$ cat src/rtl/alu_issue_ctrl.sv
// Issue controller for a combinational ALU: instruction FIFO, operand registers,
// single-issue sequencing with result writeback and a valid/ready result port.
module alu_issue_ctrl #(
    parameter int FIFO_DEPTH = 4,
    parameter int CNT_W      = 3
) (
    input  logic             clk,
    input  logic             rst,
    input  logic             in_valid,
    output logic             in_ready,
    input  logic [31:0]      in_inst,
    input  logic             load_valid,
    output logic             load_ready,
    input  logic             load_sel,
    input  logic [31:0]      load_data,
    output logic [31:0]      alu_inst,
    output logic [31:0]      alu_reg_a,
    output logic [31:0]      alu_reg_b,
    input  logic [31:0]      alu_res,
    input  logic [2:0]       alu_flag,
    output logic             out_valid,
    input  logic             out_ready,
    output logic [31:0]      out_inst,
    output logic [31:0]      out_res,
    output logic [2:0]       out_flag,
    output logic [CNT_W-1:0] fifo_count,
    output logic             busy
);
    localparam int PTR_W = (FIFO_DEPTH > 1) ? $clog2(FIFO_DEPTH) : 1;

    typedef enum logic [1:0] {S_IDLE, S_ISSUE, S_RESP} state_t;

    state_t           r_state;
    logic [31:0]      r_mem [FIFO_DEPTH];
    logic [PTR_W-1:0] r_wr_ptr;
    logic [PTR_W-1:0] r_rd_ptr;
    logic [CNT_W-1:0] r_count;
    logic [31:0]      r_reg_a;
    logic [31:0]      r_reg_b;
    logic [31:0]      r_alu_inst;
    logic [31:0]      r_out_inst;
    logic [31:0]      r_out_res;
    logic [2:0]       r_out_flag;
    logic             r_out_valid;
    logic             r_busy;
    logic             r_load_ready;

    logic             w_full;
    logic             w_empty;
    logic             w_push;
    logic             w_pop;
    logic             w_wr_en;
    logic [4:0]       w_dest;

    // in_ready depends on occupancy only, so a full FIFO refuses even a same-cycle pop
    assign w_full  = (r_count == CNT_W'(FIFO_DEPTH));
    assign w_empty = (r_count == '0);
    assign w_push  = in_valid && !w_full;
    // A pending operand load always wins over a pop
    assign w_pop   = !w_empty && !load_valid &&
                     ((r_state == S_IDLE) || (r_state == S_RESP && out_ready));

    always_comb begin
        w_wr_en = 1'b0;
        w_dest  = r_alu_inst[15:11];
        case (r_alu_inst[31:26])
            6'b000000: begin
                w_wr_en = 1'b1;
                w_dest  = r_alu_inst[15:11];
            end
            6'b001000, 6'b001001, 6'b001010, 6'b001011,
            6'b001100, 6'b001101, 6'b001110: begin
                w_wr_en = 1'b1;
                w_dest  = r_alu_inst[20:16];
            end
            default: w_wr_en = 1'b0;
        endcase
    end

    always_ff @(posedge clk) begin
        if (w_push) r_mem[r_wr_ptr] <= in_inst;
    end

    always_ff @(posedge clk) begin
        if (rst) begin
            r_wr_ptr <= '0;
            r_rd_ptr <= '0;
            r_count  <= '0;
        end else begin
            if (w_push) r_wr_ptr <= r_wr_ptr + 1'b1;
            if (w_pop)  r_rd_ptr <= r_rd_ptr + 1'b1;
            case ({w_push, w_pop})
                2'b10:   r_count <= r_count + 1'b1;
                2'b01:   r_count <= r_count - 1'b1;
                default: r_count <= r_count;
            endcase
        end
    end

    always_ff @(posedge clk) begin
        if (rst) begin
            r_state      <= S_IDLE;
            r_reg_a      <= '0;
            r_reg_b      <= '0;
            r_alu_inst   <= '0;
            r_out_inst   <= '0;
            r_out_res    <= '0;
            r_out_flag   <= '0;
            r_out_valid  <= 1'b0;
            r_busy       <= 1'b0;
            r_load_ready <= 1'b1;
        end else begin
            case (r_state)
                S_IDLE: begin
                    if (load_valid) begin
                        if (load_sel) r_reg_b <= load_data;
                        else          r_reg_a <= load_data;
                    end else if (w_pop) begin
                        r_alu_inst   <= r_mem[r_rd_ptr];
                        r_state      <= S_ISSUE;
                        r_busy       <= 1'b1;
                        r_load_ready <= 1'b0;
                    end
                end
                S_ISSUE: begin
                    r_out_res   <= alu_res;
                    r_out_flag  <= alu_flag;
                    r_out_inst  <= r_alu_inst;
                    r_out_valid <= 1'b1;
                    r_state     <= S_RESP;
                    if (w_wr_en && w_dest == 5'd0) r_reg_a <= alu_res;
                    if (w_wr_en && w_dest == 5'd1) r_reg_b <= alu_res;
                end
                S_RESP: begin
                    if (out_ready) begin
                        r_out_valid <= 1'b0;
                        if (w_pop) begin
                            r_alu_inst <= r_mem[r_rd_ptr];
                            r_state    <= S_ISSUE;
                        end else begin
                            r_state      <= S_IDLE;
                            r_busy       <= 1'b0;
                            r_load_ready <= 1'b1;
                        end
                    end
                end
                default: begin
                    r_state      <= S_IDLE;
                    r_busy       <= 1'b0;
                    r_load_ready <= 1'b1;
                end
            endcase
        end
    end

    assign in_ready   = !w_full;
    assign load_ready = r_load_ready;
    assign alu_inst   = r_alu_inst;
    assign alu_reg_a  = r_reg_a;
    assign alu_reg_b  = r_reg_b;
    assign out_valid  = r_out_valid;
    assign out_inst   = r_out_inst;
    assign out_res    = r_out_res;
    assign out_flag   = r_out_flag;
    assign fifo_count = r_count;
    assign busy       = r_busy;
endmodule

$ cat config.mk
export PLATFORM = sky130hd
export DESIGN_NAME = alu_issue_ctrl
export DESIGN_NICKNAME = d
export VERILOG_FILES = /design/src/rtl/alu_issue_ctrl.sv
export SDC_FILE = /design/constraint.sdc
export NUM_CORES = 1
export LEC_CHECK = 0
export ABC_CLOCK_PERIOD_IN_PS = 4050
export CAP_MARGIN = 10
export CORE_MARGIN = 5
export CORE_UTILIZATION = 40
export CTS_BUF_LIST = sky130_fd_sc_hd__clkbuf_4 sky130_fd_sc_hd__clkbuf_8
export DETAILED_ROUTE_END_ITERATION = 8
export PLACE_DENSITY = 0.65
export SLEW_MARGIN = 20
export SYNTH_ARGS = -nofsm -noshare
export SYNTH_HDL_FRONTEND = slang
export SYNTH_SLANG_ARGS = --single-unit
$ cat constraint.sdc
create_clock -name clk -period 4.05 [get_ports clk]
set_input_delay 0.81 -clock clk [delete_from_list [all_inputs] [get_ports clk]]
set_output_delay 0.81 -clock clk [all_outputs]
set_load 0.02 [all_outputs]
==> results.md <==
- Hold slack: 453 ps
- Rows: slightly above 60
- Die Area: 0.0324 mm²
- Vias: 8292
- Largest family of logic cells by synthesized area: simple AND/OR/NAND/NOR gates
- Worst Hold Class: reg2reg
- Post-Synth XOR/XNOR Area: 0.303%
- Final worst-path cycle share: between 70% and 80%
- CTS tree: done
- Io pins: 275
- Slowest cell on the critical path: clkdlybuf4s50_1
- Design Power: 0.00950 W
- Die height: 180 µm
- Setup Fix Bufs, Post-CTS: 0
- CP Data Arrival Time: 2060 ps
- Worst path required time: 3240 ps
- HPWL Detailed: 20.1 mm
- Post-synth EDFFs: 128
- ANT cells: 0
- Clk_lat worst skew: a little under 600 ps
- First-pass GRT wire length: 48.8 mm
- Pwr Density: around 600 mW/mm²
- Root Buffer: clkbuf_8
- ANT nets after route: 0
- Syn nets: 1088
- Largest net degree at the start of global routing: 170
- Adder-Cell Fraction of Synth Area: 0.713%
- WP buf/inv: 1
- Synth Cell Area: 0.0116 mm²
- Layout Skew: 30.4 ps
- Mux contribution to synthesized area: roughly 9.0%
- GPL Wtd Cong: 0.825
- Minimum clock period: 2870 ps
- H-tree level count: 2
- PortBufs: 274
- Crit end category: primary output
- Metal-1 WL: 13.4 mm
- Yosys reg bits: 305
- Core Area: 0.0286 mm²
- Setup TNS: 0 ps
- Layout cells sized above 1: 11.6%
- Metal2 WL: 15.1 mm
- Max Buffers Root-to-Sink: 3
- Mapped Cells: 977
- Overflow after GRT: 0
- Die width: 180 µm
- Synth Area in Compound Gates: around 10%
- Leak: 5.55 nW
- Placed Cells incl. Taps: 1575
- Vias per Instance: ~5.0
- Yosys warns: 0
- Met3 wire len: 1.99 mm
- Iteration-0 DRC Markers: 466
- Clock sink count: 305
- Initial Utilization: 40.4%
- Max Cap Viol: 0
- Synth Area in Simple Gates: between 10% and 20%
- WL final: 31.0 mm
- # hold bufs at CTS: 0
- Synth unique cells: 43
- DR top layer: met5
- Sequential element share of the synthesized area: 63.8%
- Worst VDD drop: 0.307 mV
- # nets final: 1355
- DRT Pass-1 Iters: 5
- Resized Gates After CTS: 0
- Worst Max-Slew Pin Slew: 1020 ps
- Final hold vios: 0
- Detailed-route DRC error count: 0
- Setup-failing EPs final: 0
- Main flop type after synthesis: dfxtp_1
- Max Slew Vio Count: 0
- Max Fclk: 349 MHz
- Worst-path maximum fanout: 6
- Slew headroom: 32.1%
- Antenna violations before repair: 2
- Crit path launch type: flop
- Critical path type: reg2out
- Sequence of cells on the critical path: or3b_1 > clkdlybuf4s50_1
- RSZ-0062 raised after global routing: no
- CP max stage delay: 630 ps
- Asr flop ratio synth: 0%
- CP top delay family: buffers and inverters
- Vias in the first global route: 8382
- Clock slew seen by the registers of the worst setup and hold paths: around 60 ps
- GRT Util Overall: 18.6%
- Routed len/inst: 18.6 µm
- Area grow syn2layout: 36.7%
- Final Non-Filler Cells: 1671
- Mapped Avg Cell Area: 11.8 µm²
- Status: complete, no violations
- CTS Buf Count: 51
worst paths after layout:
| kind | depth (start not counted) | from | slack, ps | endpoint |
|---|---|---|---|---|
| max | 2 | fifo_count[2]$_SDFFE_PP0P_ | 1180 | in_ready |
| min | 2 | out_inst[26]$_SDFFE_PP0P_ | 450 | out_inst[26]$_SDFFE_PP0P_ |
| max reg2reg | 5 | alu_inst[28]$_SDFFE_PP0P_ | 1270 | alu_reg_a[24]$_SDFFE_PP0P_ |
| min reg2reg | 2 | out_inst[26]$_SDFFE_PP0P_ | 450 | out_inst[26]$_SDFFE_PP0P_ |
power breakdown:
part	internal, W	leakage [nW]	total [W]	switching [W]
combinational	0.00111	2.31	0.00253	0.00142
clock	0.00180	0.620	0.00304	0.00125
sequential	0.00362	2.61	0.00393	0.000308
total	0.00653	5.55	0.00950	0.00298
cells by family after synthesis:
logic type      count (synthesis)
simple gates                  333
flops                         305
compound gates                181
buf+inv                        84
mux                            64
fa+ha+maj                       6
xor+xnor                        4
worst register-to-register path: cells and delay by family, from the launching register on:
kind / cells / cell delay, ps
AO/OA/AOI/OAI: 2 / 1330
buffers and inverters: 1 / 410
flip-flops: 1 / 340
multiplexers: 1 / 230
AND/OR/NAND/NOR: 1 / 410
Yosys cell counts, types with 2 or more instances:
| cell type | count | share of area (%) |
|---|---|---|
| xor2_1 | 2 | 0.15 |
| or3_1 | 2 | 0.11 |
| clkbuf_1 | 56 | 1.8 |
| edfxtp_1 | 128 | 33 |
| dfxtp_1 | 177 | 31 |
| mux2i_1 | 32 | 2.8 |
| buf_6 | 3 | 0.29 |
| and3_1 | 5 | 0.27 |
| o21a_1 | 2 | 0.13 |
| nor2b_1 | 3 | 0.16 |
| nand2_1 | 232 | 7.5 |
| xnor2_1 | 2 | 0.15 |
| o21ai_0 | 3 | 0.13 |
| nor2_1 | 11 | 0.36 |
| nand2b_1 | 35 | 1.9 |
| ha_1 | 5 | 0.54 |
| nor4_1 | 3 | 0.16 |
| buf_2 | 6 | 0.26 |
| nor3_1 | 3 | 0.13 |
| inv_1 | 10 | 0.32 |
| buf_1 | 8 | 0.26 |
| a21o_1 | 32 | 2.1 |
| o32ai_1 | 32 | 2.4 |
| a21oi_1 | 104 | 4.5 |
| nand3b_1 | 32 | 2.1 |
| mux4_2 | 32 | 6.2 |
stage by stage:
stage               worst slack [ps]  util (%)  instance area (µm²)
detailed placement               777      51.2                14600
CTS                             1140      55.3                15800
global placement                 803      51.2                14600
floorplan                        899         -                11600
global route                    1060      55.3                15800
finish                          1180      55.3                15800
flip-flops by register name (all words and copies together), names as in the netlist, named ones only:
signal      cells
alu_inst       32
alu_reg_a      32
alu_reg_b      32
busy            1
fifo_count      3
load_ready      1
out_flag        3
out_inst       32
out_res        32
out_valid       1
r_mem         128
r_rd_ptr        2
r_state         2
r_wr_ptr        2
placed cells by master (no fill, tap or decap), types with 2 or more instances in the layout:
| cell type | instances |
|---|---|
| clkinv_2 | 11 |
| xnor2_1 | 2 |
| buf_4 | 13 |
| xor2_1 | 2 |
| ha_1 | 5 |
| nand2_1 | 232 |
| o21ai_0 | 3 |
| clkbuf_8 | 63 |
| nand2b_1 | 34 |
| and3_2 | 4 |
| nor2b_1 | 2 |
| o32ai_1 | 32 |
| dfxtp_2 | 2 |
| edfxtp_1 | 128 |
| or3_1 | 2 |
| mux4_2 | 32 |
| nor4_1 | 3 |
| inv_1 | 10 |
| a21oi_1 | 104 |
| bufinv_16 | 5 |
| nand3b_1 | 32 |
| dfxtp_1 | 175 |
| clkdlybuf4s50_1 | 273 |
| clkbuf_4 | 8 |
| o21a_1 | 2 |
| clkinv_1 | 8 |
| nor2_1 | 11 |
| mux2i_1 | 32 |
| nor3_1 | 3 |
| a21o_1 | 32 |
layout make-up:
class	count	area (µm²)
clock buffer	70	913
clock inverter	26	267
fill	2428	12800
inverter	11	41.3
multi-input combinational	588	3890
sequential	305	7390
tap	384	480
timing repair buffer	287	2840
routing by layer:
metal | track usage, % | vias to the layer above
li1 | - | 4021
met1 | 23.8 | 3984
met2 | 31.5 | 239
met3 | 5.39 | 44
met4 | 4.08 | 4
met5 | 0 | -
(Power assumes the default switching activity.)
